<file path="config.mk">
export PLATFORM = sky130hd
export DESIGN_NAME = sr_latch_ctrl_flat
export DESIGN_NICKNAME = d
export VERILOG_FILES = /design/src/rtl/sr_latch_ctrl_if.sv /design/src/rtl/sr_latch_ctrl.sv /design/src/flat_wrapper.sv
export SDC_FILE = /design/constraint.sdc
export NUM_CORES = 1
export LEC_CHECK = 0
export BUFFER_PORTS_ARGS = -buffer_cell sky130_fd_sc_hd__buf_2
export CAP_MARGIN = 20
export CORE_MARGIN = 5
export CORE_UTILIZATION = 37
export CTS_CLUSTER_SIZE = 28
export DETAILED_ROUTE_END_ITERATION = 7
export MAX_ROUTING_LAYER = met4
export PLACE_DENSITY = 0.69
export SLEW_MARGIN = 25
export SYNTH_ARGS = -nofsm -noshare
export SYNTH_HDL_FRONTEND = slang
export SYNTH_SLANG_ARGS = --single-unit
</file>
<file path="constraint.sdc">
create_clock -name clk -period 4.9 [get_ports clk]
set_input_delay 0.735 -clock clk [delete_from_list [all_inputs] [get_ports clk]]
set_output_delay 0.735 -clock clk [all_outputs]
set_load 0.1 [all_outputs]
</file>
<file path="src/rtl/sr_latch_ctrl_if.sv">
// Request/feedback and drive bundle between requesters and the SR latch controller.
interface sr_latch_ctrl_if #(
    parameter int N_REQ = 4
);
    logic [N_REQ-1:0] req_set;
    logic [N_REQ-1:0] req_rst;
    logic             q_fb;
    logic             S;
    logic             R;
    logic [N_REQ-1:0] grant;
    logic             busy;
    logic             done;
    logic             fail;
    logic             err;

    modport slave (
        input  req_set, req_rst, q_fb,
        output S, R, grant, busy, done, fail, err
    );

    modport master (
        output req_set, req_rst, q_fb,
        input  S, R, grant, busy, done, fail, err
    );
endinterface

</file>
<file path="src/rtl/sr_latch_ctrl.sv">
// Round-robin scheduler for set/reset commands on a shared SR latch:
// fixed-width S/R pulse, guard gap, then Q feedback check.
module sr_latch_ctrl #(
    parameter int N_REQ     = 4,
    parameter int PULSE_CYC = 2,
    parameter int GAP_CYC   = 1
) (
    input logic             clk,
    input logic             rst,
    sr_latch_ctrl_if.slave  bus
);
    localparam int PW   = $clog2(N_REQ);
    localparam int MAXC = (PULSE_CYC > GAP_CYC) ? PULSE_CYC : GAP_CYC;
    localparam int CW   = $clog2(MAXC + 1);

    typedef enum logic [1:0] {IDLE, PULSE, GAP} state_t;

    state_t           state, state_n;
    logic [PW-1:0]    ptr, ptr_n;
    logic             op, op_n;
    logic [CW-1:0]    cnt, cnt_n;
    logic             s_q, s_n, r_q, r_n;
    logic [N_REQ-1:0] grant_q, grant_n;
    logic             busy_q, busy_n;
    logic             done_q, done_n, fail_q, fail_n, err_q, err_n;

    logic [N_REQ-1:0] valid;
    logic [PW-1:0]    sel;
    logic             found;

    assign valid = bus.req_set ^ bus.req_rst;

    // First valid requester at or after ptr; pointer width makes the scan wrap.
    always_comb begin
        logic [PW-1:0] idx;
        found = 1'b0;
        sel   = '0;
        idx   = '0;
        for (int k = 0; k < N_REQ; k++) begin
            idx = ptr + PW'(k);
            if (!found && valid[idx]) begin
                found = 1'b1;
                sel   = idx;
            end
        end
    end

    always_comb begin
        state_n = state;
        ptr_n   = ptr;
        op_n    = op;
        cnt_n   = cnt;
        s_n     = s_q;
        r_n     = r_q;
        grant_n = '0;
        done_n  = 1'b0;
        fail_n  = 1'b0;
        err_n   = 1'b0;
        case (state)
            IDLE: begin
                err_n = |(bus.req_set & bus.req_rst);
                if (found) begin
                    grant_n[sel] = 1'b1;
                    op_n         = bus.req_set[sel];
                    s_n          = bus.req_set[sel];
                    r_n          = ~bus.req_set[sel];
                    ptr_n        = sel + PW'(1);
                    cnt_n        = CW'(PULSE_CYC - 1);
                    state_n      = PULSE;
                end
            end
            PULSE: begin
                if (cnt == '0) begin
                    s_n     = 1'b0;
                    r_n     = 1'b0;
                    cnt_n   = CW'(GAP_CYC - 1);
                    state_n = GAP;
                end else begin
                    cnt_n = cnt - 1'b1;
                end
            end
            GAP: begin
                if (cnt == '0) begin
                    done_n  = (bus.q_fb == op);
                    fail_n  = (bus.q_fb != op);
                    state_n = IDLE;
                end else begin
                    cnt_n = cnt - 1'b1;
                end
            end
            default: begin
                s_n     = 1'b0;
                r_n     = 1'b0;
                state_n = IDLE;
            end
        endcase
        busy_n = (state_n != IDLE);
    end

    always_ff @(posedge clk) begin
        if (rst) begin
            state   <= IDLE;
            ptr     <= '0;
            op      <= 1'b0;
            cnt     <= '0;
            s_q     <= 1'b0;
            r_q     <= 1'b0;
            grant_q <= '0;
            busy_q  <= 1'b0;
            done_q  <= 1'b0;
            fail_q  <= 1'b0;
            err_q   <= 1'b0;
        end else begin
            state   <= state_n;
            ptr     <= ptr_n;
            op      <= op_n;
            cnt     <= cnt_n;
            s_q     <= s_n;
            r_q     <= r_n;
            grant_q <= grant_n;
            busy_q  <= busy_n;
            done_q  <= done_n;
            fail_q  <= fail_n;
            err_q   <= err_n;
        end
    end

    assign bus.S     = s_q;
    assign bus.R     = r_q;
    assign bus.grant = grant_q;
    assign bus.busy  = busy_q;
    assign bus.done  = done_q;
    assign bus.fail  = fail_q;
    assign bus.err   = err_q;
endmodule
</file>
<file path="src/flat_wrapper.sv">
// flat-port wrapper written by rule: the top's interface ports become plain ports
module sr_latch_ctrl_flat 
#(
    parameter int N_REQ     = 4,
    parameter int PULSE_CYC = 2,
    parameter int GAP_CYC   = 1
)
  (clk, rst, bus_req_set, bus_req_rst, bus_q_fb, bus_S, bus_R, bus_grant, bus_busy, bus_done, bus_fail, bus_err);
  sr_latch_ctrl_if #(.N_REQ(N_REQ)) bus_i ();
  input logic clk;
  input logic rst;
  input wire logic [$bits(bus_i.req_set)-1:0] bus_req_set;
  input wire logic [$bits(bus_i.req_rst)-1:0] bus_req_rst;
  input wire logic [$bits(bus_i.q_fb)-1:0] bus_q_fb;
  output wire logic [$bits(bus_i.S)-1:0] bus_S;
  output wire logic [$bits(bus_i.R)-1:0] bus_R;
  output wire logic [$bits(bus_i.grant)-1:0] bus_grant;
  output wire logic [$bits(bus_i.busy)-1:0] bus_busy;
  output wire logic [$bits(bus_i.done)-1:0] bus_done;
  output wire logic [$bits(bus_i.fail)-1:0] bus_fail;
  output wire logic [$bits(bus_i.err)-1:0] bus_err;
  assign bus_i.req_set = bus_req_set;
  assign bus_i.req_rst = bus_req_rst;
  assign bus_i.q_fb = bus_q_fb;
  assign bus_S = bus_i.S;
  assign bus_R = bus_i.R;
  assign bus_grant = bus_i.grant;
  assign bus_busy = bus_i.busy;
  assign bus_done = bus_i.done;
  assign bus_fail = bus_i.fail;
  assign bus_err = bus_i.err;
  sr_latch_ctrl #(.N_REQ(N_REQ), .PULSE_CYC(PULSE_CYC), .GAP_CYC(GAP_CYC)) u_core (.clk(clk), .rst(rst), .bus(bus_i));
endmodule
</file>
Word level (Yosys, flattened, before mapping)
Cells that the tools add are included.
Storage, ports and cells
  bits in registers: 17
  input port bits: 11
  output and inout bits: 10
Operators by class
  add/subtract/negate cells: 5
  order comparisons: 6
  eq/ne operators: 7
  muxes and demuxes: 33
  bitwise operators: 7
  reduce and logical (&&, ||, !) cells: 18
Operators by type and width (number)
  two-way mux 2 bit: 10
  < comparator 2 x 3 -> 1 bit, second input constant: 5
  two-way mux 1 bit: 13
  one-hot mux 2 bit (3 select lines): 2
  binary-select mux 1 bit (select 2 bit): 5
  one-hot mux 1 bit (3 select lines): 2
  AND reduction 3 bit: 2
  OR reduction 3 bit: 2
  inverter 1 bit: 5
  adder 2 x 1 -> 2 bit, second input constant: 2
  adder 2 bit, second input constant: 2
  bitwise AND 4 bit: 1
  logical AND 1 bit: 4
  zero test 2 bit: 2
  != test 2 x 1 -> 1 bit, second input constant: 2
  OR reduction 4 bit: 1
  XOR 4 bit: 1
  zero test 1 bit: 3
  nonzero test 3 bit: 1
  demux 1 bit (select 2 bit): 1
  equality test 2 x 1 -> 1 bit, second input constant: 1
  equality test 2 bit, second input constant: 1
  >= comparator 2 x 1 -> 1 bit, second input constant: 1
  != test 2 bit, second input constant: 1
  6 further kinds: 6

Logic depth before layout (Yosys ltp)
  depth after elaboration: 18
  depth in mapped cells: 7
  depth with buffers taken out: 7

Least setup slack after synthesis
No wires, ideal clock.
  path type: input-to-reg
  start point: input bus_req_rst[0]
  end point: register u_core.r_q (netlist: u_core.bus.R)
  data arrival time: 2.146 ns
  path slack: 2.635 ns
  stages on the path: 7
  buffers on the path: 0
  path through: ha_1 and2_4 and2_4 nor3_4 inv_2 and4b_1 a211o_1
On the way
  word-level cells in the longest chain between the ends: 18
  elaborated cells between the ends (all ways): 30
  classes of those cells: 1 x eq/ne; 20 x mux; 2 x bitwise; 7 x reduce/logical
RTL lines
  start: declaration: line flat_wrapper.sv:13  | input wire logic [$bits(bus_i.req_rst)-1:0] bus_req_rst;
  XOR 4 bit *: line sr_latch_ctrl.sv:31  | assign valid = bus.req_set ^ bus.req_rst;
  binary-select mux 1 bit (select 2 bit): line sr_latch_ctrl.sv:41  | if (!found && valid[idx]) begin
  two-way mux 1 bit (not written as such): line sr_latch_ctrl.sv:41
  two-way mux 1 bit: line sr_latch_ctrl.sv:41
  zero test 1 bit: line sr_latch_ctrl.sv:41
  logical AND 1 bit: line sr_latch_ctrl.sv:41
  two-way mux 1 bit: line sr_latch_ctrl.sv:41
  zero test 1 bit: line sr_latch_ctrl.sv:41
  (+2 left out)
  zero test 1 bit: line sr_latch_ctrl.sv:41
  logical AND 1 bit: line sr_latch_ctrl.sv:41
  two-way mux 2 bit: line sr_latch_ctrl.sv:41
  binary-select mux 1 bit (select 2 bit): line sr_latch_ctrl.sv:66  | r_n = ~bus.req_set[sel];
  two-way mux 1 bit (not written as such): line sr_latch_ctrl.sv:66
  inverter 1 bit: line sr_latch_ctrl.sv:66
  two-way mux 1 bit: line sr_latch_ctrl.sv:62  | if (found) begin
  one-hot mux 1 bit (3 select lines): line sr_latch_ctrl.sv:59  | case (state)
  end signal: assignment: line sr_latch_ctrl.sv:119  | r_q <= r_n;
  end: declaration: line sr_latch_ctrl.sv:22  | logic s_q, s_n, r_q, r_n;
Mark *: on every way between the ends. The rest lies on a longest branch, timed or not. The select of a mux whose other input is x is not followed.
A chain may end at the register's enable or synchronous reset.

Final worst setup path
Same ends and word-level chain as after synthesis.

==> flow_metrics.tcl <==
set metrics [dict create \
    ys.flop_type "dfxtp_1" \
    antenna_found_initial 0 \
    hold_path.class "register to register" \
    crit_type "input port to register" \
    final.min_clock_period_ns 2.213 \
    cp-end-kind "register" \
    syn_to_final_growth_pct 15.38 \
    clockRootBuffer "clkbuf_4" \
    synth_xor_area_frac 0.008284 \
    num_vias 901 \
    status "completed" \
    cap_violations 0 \
    antenna_cells 0 \
    die_w_um 63.46 \
    synth-edff-count 0 \
    cp_max_fo 6 \
    drcViolationCount 0 \
    yosysWarningCount 0 \
    cts_tree "yes" \
    clk_latency_ns 0.29 \
    nets 166 \
    wl_um 2247 \
    worst_slew_pin_slew_ns 0.5061 \
    synth_seq_cells 17 \
    cts_made_buffers 3 \
    crit_path_start_kind "input port" \
    dp_hpwl_um 1831 \
    fin_util 0.4424 \
    fillCellCount 277 \
    gp_congestion 0.7779 \
    synth_compound_area_frac 0.1621 \
    yosysMostFrequentCell "dfxtp_1" \
    finalHoldViolCount 0 \
    synthAdderAreaFrac 0.1775 \
    firstDrtPassIters 4 \
    drtIter0Drc 30 \
    powerDensity_mw_per_mm2 487.4 \
    grt_start_max_net_pins 11 \
    syn_area_mm2 0.001057 \
    syn-num-nets 142 \
    die_h_um 63.46 \
    cts_max_level 1 \
    synth_simple_gate_area_frac 0.2722 \
    avgSynthCellArea_um2 9.114 \
    crit_arrival_ns 2.40 \
    ios 21 \
    post-route-period-util 0.4517 \
    cts_sinks 17 \
    setup_violations 0 \
    grt-ovfl-total 0 \
    ys_types 37 \
    dieArea_mm2 0.004027 \
    p_total_mw 0.5946 \
    clockBufferDepth 2 \
    fin_skew_ns 0.007424 \
    r2r_end "u_core.bus.R" \
    slew_headroom 0.6626 \
    grt_pass1_wl_um 3670 \
    ant_nets 0 \
    synthCells 116 \
    synthTopCellsByCount "17 x dfxtp_1, 15 x ha_1, 9 x inv_1" \
    critPathLaunch "bus_req_rst[0]" \
    cp-endpoint "u_core.bus.R" \
    grt.total_usage 0.1160 \
    wl_per_cell_um 13.22 \
    cts_setup_buffers 0 \
    cts_resized 0 \
    tns_ns 0 \
    synth-async-reset-ratio 0 \
    worstReg2RegStart "u_core.state[1]" \
    yosys.area.top_type_share 0.3219 \
    worstPathRequired_ns 5.09 \
    ir_drop_uv 307.7 \
    initial_utilization 0.3834 \
    rrSetupSlack_ns 3.14 \
    rr_worst_depth 6 \
    row_count 19 \
    synth_top_family_by_area "simple AND/OR/NAND/NOR gates" \
    synthTopCellsByArea "dfxtp_1 32%, ha_1 18%, o21ai_0 3.3%" \
    rsz0062_at_grt "no" \
    synth_mux_area_frac 0.01893 \
    yosysTopAreaCell "dfxtp_1" \
    port-buffer-count 20 \
    p_leak_nw 0.5895 \
    grt_pass1_vias 876 \
    vias_per_cell 5.300 \
    path_clk_slew_ns 0.11 \
    coreArea_mm2 0.002758 \
    drv_slew 0 \
    fmax_mhz 451.8 \
    min_from "u_core.bus.S" \
    drive_above_1_share 0.2374 \
    ys_seq_area_frac 0.3219 \
    hold_buffers 0 \
]
## cells by family (layout without fill, tap and decap cells)
family	count (synthesis)	in the layout
AND/OR/NAND/NOR	45	45
AO/OA/AOI/OAI	25	25
flip-flops	17	17
adder cells (fa/ha/maj)	15	15
buffers and inverters	11	34
multiplexers	2	2
XOR/XNOR	1	1
## how the worst min path moves through the flow
| stage | end | slack, ns | cells after the start |
|---|---|---|---|
| 2_1_floorplan | u_core.op | 0.47 | 2 |
| 3_3_place_gp | u_core.bus.R | 0.45 | 1 |
| 3_5_place_dp | u_core.bus.S | 0.46 | 2 |
| 4_1_cts | u_core.bus.S | 0.49 | 2 |
| 5_1_grt | u_core.bus.R | 0.53 | 1 |
| 6_report | u_core.bus.S | 0.48 | 2 |
## critical path: stages
cell and delay [ns]:
buf_2 0.10, ha_1 0.36, and2_4 0.20, and2_4 0.16, nor3_4 0.29, inv_2 0.12
and4b_1 0.22, a211o_1 0.23
## layout make-up
class	count	area, µm²	share of cell area
multi-input cells	88	675.6	0.5538
repair buffers	20	100.1	0.08205
clock inverters	1	5.005	0.004103
well taps	31	38.79	0.03179
inverters	10	37.54	0.03077
clock buffers	3	22.52	0.01846
flip-flops and latches	17	340.3	0.2790
## cell usage in the layout (no fill, tap or decap), types with 2 or more instances in the layout
cell type / synthesis / final
nor2_1: 7 / 7
and3_1: 5 / 5
and2_1: 2 / 2
ha_1: 15 / 15
nand2b_1: 5 / 5
a21oi_1: 4 / 4
buf_2: 0 / 20
mux2i_1: 2 / 2
nand2_1: 8 / 8
o21ai_0: 7 / 7
dfxtp_1: 17 / 17
clkbuf_4: 0 / 3
and2_4: 2 / 2
inv_1: 9 / 9
a211oi_1: 3 / 3
nand3_1: 5 / 5
a211o_1: 3 / 3
## metal layers
layer,part of all wire,wire length (µm),track usage,vias to the layer above
li1,-,-,-,458
met4,0.0093,21,0.04675,0
met5,0,0,-,-
met2,0.47,1064,0.1929,19
met3,0.055,123,0.02842,2
met1,0.46,1038,0.1327,422
## power breakdown
part | leakage (nW) | switching (mW) | internal (mW) | total, mW
registers | 0.140 | 0.0223 | 0.170 | 0.192
logic | 0.432 | 0.230 | 0.0968 | 0.327
clock network | 0.0177 | 0.0452 | 0.0303 | 0.0755
total | 0.589 | 0.298 | 0.297 | 0.595
## state kept, by name (all words and copies together) (netlist names), 2 cells and up
name / cells
u_core.state: 2
u_core.cnt: 2
u_core.bus.grant: 4
u_core.ptr: 2
## through the flow
step / hold slack, ns / cell area, µm² / worst slack, ns / std cells
5_1_grt: 0.5314 / 1220 / 2.591 / 170
3_5_place_dp: 0.4628 / 1192 / 2.366 / 166
4_1_cts: 0.4886 / 1220 / 2.684 / 170
3_3_place_gp: 0.4526 / 1192 / 2.422 / 166
2_1_floorplan: 0.4749 / 1057 / 2.635 / 116
6_report: 0.4821 / 1220 / 2.687 / 170
Power figures use the tool's default switching activity.
